[config.mk]
export PLATFORM = sky130hd
export DESIGN_NAME = mem_port_arbiter
export DESIGN_NICKNAME = d
export VERILOG_FILES = /design/src/rtl/mem_port_arbiter.sv
export SDC_FILE = /design/constraint.sdc
export NUM_CORES = 1
export LEC_CHECK = 0
export CAP_MARGIN = 20
export CELL_PAD_IN_SITES_DETAIL_PLACEMENT = 1
export CELL_PAD_IN_SITES_GLOBAL_PLACEMENT = 1
export CORE_MARGIN = 2
export CORE_UTILIZATION = 31
export CTS_CLUSTER_SIZE = 14
export DETAILED_ROUTE_END_ITERATION = 16
export MAX_ROUTING_LAYER = met4
export PLACE_DENSITY = 0.84
export SLEW_MARGIN = 10
export SYNTH_ARGS = -nofsm -noshare
export SYNTH_HDL_FRONTEND = slang
export SYNTH_SLANG_ARGS = --single-unit
[constraint.sdc]
create_clock -name clk -period 3.7 [get_ports clk]
set_input_delay 0.74 -clock clk [delete_from_list [all_inputs] [get_ports clk]]
set_output_delay 0.74 -clock clk [all_outputs]
set_load 0.05 [all_outputs]
[src/rtl/mem_port_arbiter.sv]
// mem_port_arbiter: arbitrates instruction fetch and data load/store onto the
// single-port data memory. Round-robin on conflict, fixed MEM_LAT access time,
// one-cycle acknowledge pulse. All outputs are registered.
module mem_port_arbiter #(
  parameter int ADDR_W  = 12,
  parameter int DATA_W  = 64,
  parameter int MEM_LAT = 1
) (
  input  logic              clk,
  input  logic              reset,
  input  logic              if_req,
  input  logic [ADDR_W-1:0] if_addr,
  output logic              if_ack,
  input  logic              d_req,
  input  logic              d_we,
  input  logic [ADDR_W-1:0] d_addr,
  input  logic [DATA_W-1:0] d_wdata,
  output logic              d_ack,
  output logic [DATA_W-1:0] rdata,
  output logic [ADDR_W-1:0] mem_addr,
  output logic              mem_we,
  output logic [DATA_W-1:0] mem_din,
  input  logic [DATA_W-1:0] mem_dout,
  output logic              busy,
  output logic              owner
);

  typedef enum logic [1:0] {
    IDLE = 2'd0,
    BUSY = 2'd1,
    DONE = 2'd2
  } state_t;

  state_t     state;
  logic [3:0] cnt;
  logic       we_q;
  logic       grant_fetch;

  // Fetch wins when it is the only requester, or on conflict when data
  // held the most recent grant.
  always_comb begin
    grant_fetch = if_req && (!d_req || owner);
  end

  // Grant, hold and complete one memory transaction at a time.
  // mem_we is set together with the grant so that it is high only during the
  // first BUSY cycle; the default clear below retires it one cycle later.
  always_ff @(posedge clk) begin
    if (reset) begin
      state    <= IDLE;
      cnt      <= '0;
      we_q     <= 1'b0;
      mem_addr <= '0;
      mem_din  <= '0;
      rdata    <= '0;
      mem_we   <= 1'b0;
      if_ack   <= 1'b0;
      d_ack    <= 1'b0;
      busy     <= 1'b0;
      owner    <= 1'b1;
    end else begin
      mem_we <= 1'b0;
      if_ack <= 1'b0;
      d_ack  <= 1'b0;
      case (state)
        IDLE: begin
          if (if_req || d_req) begin
            if (grant_fetch) begin
              owner    <= 1'b0;
              mem_addr <= if_addr;
              we_q     <= 1'b0;
            end else begin
              owner    <= 1'b1;
              mem_addr <= d_addr;
              mem_din  <= d_wdata;
              we_q     <= d_we;
              mem_we   <= d_we;
            end
            cnt   <= 4'(MEM_LAT - 1);
            busy  <= 1'b1;
            state <= BUSY;
          end
        end
        BUSY: begin
          if (cnt == 4'd0) begin
            if (!we_q) begin
              rdata <= mem_dout;
            end
            if_ack <= ~owner;
            d_ack  <= owner;
            state  <= DONE;
          end else begin
            cnt <= cnt - 4'd1;
          end
        end
        DONE: begin
          busy  <= 1'b0;
          state <= IDLE;
        end
        default: begin
          busy  <= 1'b0;
          state <= IDLE;
        end
      endcase
    end
  end

endmodule

## Yosys cells after proc, flatten, opt, wreduce, memory -nomap -nowiden

Cells that the tools add are included.
Widths: inputs -> output; s select.

- Add/sub/neg operators: 1
- Eq/ne operators: 4
- Mux-type cells: 11
- Bitwise operators: 7
- Reductions and logical operators: 15

Operators by type and width:

| cell | number |
|---|---|
| $mux 12 | 1 |
| $reduce_and 3->1 | 3 |
| $mux 4 | 2 |
| $pmux 4 s2 | 1 |
| $not 1->1 | 7 |
| $ne 2x2->1 const B | 3 |
| $reduce_and 2->1 | 3 |
| $reduce_or 3->1 | 2 |
| $logic_not 4->1 | 1 |
| $mux 2 | 2 |
| $pmux 2 s2 | 1 |
| $sub 4x1->4 const B | 1 |
| $mux 1 | 3 |
| $eq 2x1->1 const B | 1 |
| $logic_not 2->1 | 1 |
| $logic_or 1x1->1 | 2 |
| $pmux 1 s2 | 1 |
| $reduce_bool 2->1 | 1 |
| $logic_and 1x1->1 | 1 |
| $logic_not 1->1 | 1 |

- Register bits after elaboration: 152
- Input port bits: 157
- Output and inout port bits: 145
- Word-level logic and storage cells: 49

## Depth between registers and ports, before layout

- Depth after elaboration: 5
- Gate-level depth with buffers: 7
- Depth with buffers taken out: 5

## Worst setup path after synthesis

OpenSTA, ideal clock, no wires.

- Path kind: input-to-reg
- Start: in if_req
- End: reg mem_din[13]
- Library setup time: 0.072 ns
- Data arrival time: 1.725 ns
- Data required time: 3.628 ns
- Path slack: 1.903 ns
- Stages: 6
- Buffers on the path: 3
- Path through: buf_2 nor2_1 a211oi_2 buf_4 buf_6 mux2i_1

- Longest elaborated chain between the ends: 3
- Elaborated cells on any way between the ends: 4
- Those cells by class: bitwise: 1; reduce/logical: 3

Ends and longest elaborated chain:

| item | RTL line | text |
|---|---|---|
| start: declaration | 11 | `input logic if_req,` |
| $logic_and 1x1->1 | 42 | `grant_fetch = if_req && (!d_req \|\| owner);` |
| $not 1->1 (no line) | -- |  |
| $reduce_and 3->1 (no line) (*) | -- |  |
| end signal: assignment | 75 | `mem_din <= d_wdata;` |
| end: declaration | 22 | `output logic [DATA_W-1:0] mem_din,` |

Every way passes the cells marked *; elsewhere a longest branch is shown, timed or not.
A chain may end at the register's enable or synchronous reset.

## Final worst setup path

- Start: reg owner
- End: out owner

RTL lines:

| item | RTL line | text |
|---|---|---|
| start: declaration | 25 | `output logic owner` |
| start signal: assignment | 60 | `owner <= 1'b1;` |
| start signal: assignment | 69 | `owner <= 1'b0;` |
| start signal: assignment | 73 | `owner <= 1'b1;` |

No word-level cell between the ends.

==> flow_metrics.env <==
export IMPL_yosys_warnings=0
export IMPL_use_met3_pct=7.44
export IMPL_avgSynthCellArea_um2=8.93
export IMPL_ys_ff_latch=152
export IMPL_final_common_cell="clkdlybuf4s50_1"
export IMPL_holdWs_ps=461
export IMPL_wl_per_cell_um=18.4
export IMPL_critPathLaunch="owner"
export IMPL_place_gp_congestion=0.809
export IMPL_slew_violations=0
export IMPL_crit_path_start_kind="register"
export IMPL_p_sw_w=0.00161
export IMPL_grt_pass1_vias=6600
export IMPL_drt_drc_violations_left=0
export IMPL_cts_root_buf="clkbuf_16"
export IMPL_final_cell_area_um2=10100
export IMPL_top_usage_layer="met2"
export IMPL_ir_drop_v=0.000350
export IMPL_die_area_um2=21500
export IMPL_slew_headroom_pct=34.6
export IMPL_period_needed_ps=2460
export IMPL_synthesis_nets=864
export IMPL_htreeDepth=4
export IMPL_drt_iter0_markers=281
export IMPL_core_area_um2=20100
export IMPL_clk_pin_slew_ps=70
export IMPL_cts_resized=0
export IMPL_cp_max_fo=6
export IMPL_outcome="finished, final reports clean"
export IMPL_dr_pass1_iters=4
export IMPL_fin_tns_setup_ps=0
export IMPL_seqPwrFrac_pct=36.5
export IMPL_max_cap_violations=0
export IMPL_clock_path_buffers=2
export IMPL_die_h_um=147
export IMPL_drive_above_1_share_pct=5.23
export IMPL_cts_sinks=152
export IMPL_p_per_area_nw_per_um2=498
export IMPL_multi_input_area_um2=2920
export IMPL_setup_violations=0
export IMPL_yosysUniqueCellTypes=36
export IMPL_cts_hold_buf=0
export IMPL_critPathKind="register to output pin"
export IMPL_p_leak_nw=3.62
export IMPL_critical_path_required_ps=2960
export IMPL_gr_total_overflow=0
export IMPL_arrival_ps=1720
export IMPL_fillers=2277
export IMPL_io_buffer_count=301
export IMPL_r2r_slack_ps=1630
export IMPL_die_x_um=147
export IMPL_dpl_instance_area_um2=9440
export IMPL_regArea_um2=3040
export IMPL_crit_path_end_kind="output pin"
export IMPL_cts_setup_buffers=0
export IMPL_finalPower_w=0.00503
export IMPL_max_freq_ghz=0.407
export IMPL_cts_tree="built"
export IMPL_routed_wl_mm=22.9
export IMPL_detail_route_antenna_nets=0
export IMPL_grt_usage_pct=21.7
export IMPL_switching_share_pct=32.1
export IMPL_hold_path_depth=2
export IMPL_rows=52
export IMPL_placed_cells=1212
export IMPL_ios=302
export IMPL_grt_use_met1_pct=25.6
export IMPL_antenna_found_initial=0
export IMPL_vias=6361
export IMPL_reg2reg_to="mem_din[2]"
export IMPL_nNetsFinal=1121
export IMPL_cts_buffers=17
export IMPL_worst_r2r_cell_count=5
export IMPL_clkPwrFrac_pct=38.0
export IMPL_clock_latency_ps=420
export IMPL_p_int_w=0.00342
export IMPL_tightest_slew_ps=981
export IMPL_hpwl_mm=15.4
export IMPL_final_cells=1245
export IMPL_post_route_period_util_pct=66.4
export IMPL_netlist_instances=705
export IMPL_grt_setup_unrepaired="no"
export IMPL_grt_use_met2_pct=34.7
export IMPL_area_growth_pct=60.2
export IMPL_start_util_pct=31.3
export IMPL_r2r_start="owner"
export IMPL_p_comb_share_pct=25.5
export IMPL_fin_worst_skew_ps=7.91
export IMPL_yosysSeqAreaShare_pct=48.3
export IMPL_final_cell_mix="clkdlybuf4s50_1, dfxtp_1, nand2_1"
export IMPL_vias_per_cell=5.11
export IMPL_grt_max_degree=87
export IMPL_hp_class="register to register"
export IMPL_finalHoldViolCount=0
export IMPL_grt_first_pass_wirelength_mm=36.0
export IMPL_syn_cell_area_um2=6300
export IMPL_critical_path_endpoint="owner"
export IMPL_diodes=0
worst min path at each step:
| stage | start | endpoint | slack [ps] |
|---|---|---|---|
| after global routing | mem_din[57] | mem_din[57] | 480 |
| final | mem_din[6] | mem_din[6] | 460 |
| after floorplan | cnt[0] | cnt[0] | 460 |
| after detailed placement | mem_din[32] | mem_din[32] | 450 |
| after CTS | mem_din[6] | mem_din[6] | 460 |
| after global placement | mem_din[61] | mem_din[61] | 440 |
routing by layer:
metal | wire (µm) | up-vias
li1 | - | 3021
met5 | 0 | -
met1 | 9860 | 3051
met3 | 1770 | 36
met2 | 10800 | 253
met4 | 446 | 0
through the flow:
step / setup WS, ps / utilization [%]
2_1_floorplan: 1900 / -
3_3_place_gp: 960 / 47.0
3_5_place_dp: 859 / 47.0
4_1_cts: 1230 / 50.1
5_1_grt: 1200 / 50.2
6_report: 1240 / 50.2
flip-flops by register name, summed over array words and instances (netlist names):
signal	flops
mem_din	64
cnt	4
mem_we	1
state	2
mem_addr	12
we_q	1
owner	1
rdata	64
busy	1
if_ack	1
d_ack	1
area by class of cell:
cell class / count / area share, %
timing repair buffer: 312 / 31.0
clock buffer: 17 / 4.22
inverter: 5 / 0.198
clock inverter: 15 / 2.11
tap: 270 / 3.35
multi-input combinational: 474 / 29.0
sequential: 152 / 30.2
critical path, stage by stage, from the launching register on:
cell and delay [ps]:
dfxtp_1 310, buf_4 150, clkdlybuf4s50_1 840
kinds of logic after synthesis:
group / Yosys count / share of synthesized area (%)
simple gates: 231 / 20.1
compound gates: 177 / 15.3
flops: 152 / 48.3
buf+inv: 79 / 5.70
mux: 64 / 10.2
fa+ha+maj: 2 / 0.397
cell usage after synthesis:
library cell	count	area, µm²
inv_1	4	15.0
clkbuf_1	43	161
dfxtp_1	152	3040
nand4b_1	64	561
nor4_1	1	6.26
nand2_1	132	495
buf_4	1	7.51
a211oi_1	2	15.0
and4_1	1	8.76
a211o_1	1	8.76
buf_2	17	85.1
nor2_1	4	15.0
mux2i_1	64	641
buf_6	5	56.3
buf_1	8	30.0
o21ai_1	50	250
o221ai_1	1	8.76
ha_1	2	25.0
a211oi_2	1	12.5
or2_2	1	6.26
a41o_1	2	20.0
nor2b_1	3	18.8
or2_1	1	6.26
nor3b_2	1	12.5
clkinv_1	1	3.75
nand3_1	13	65.1
or3b_1	2	17.5
a21oi_1	79	395
o21ai_0	28	140
nor3_1	1	5.00
nor3b_1	1	7.51
o211a_1	1	10.0
nand2b_1	3	18.8
or4_1	2	15.0
or3_1	1	6.26
a311oi_1	12	105
power by group through the flow:
stage / Sequential (W) / Clock [W] / Combinational (W)
after detailed placement: 0.00187 / 0 / 0.00128
after global placement: 0.00186 / 0 / 0.00127
after global routing: 0.00185 / 0.00204 / 0.00135
after CTS: 0.00183 / 0.00197 / 0.00129
final: 0.00183 / 0.00191 / 0.00128
after floorplan: 0.00229 / 0 / 0.000339
(Power assumes the default switching activity.)
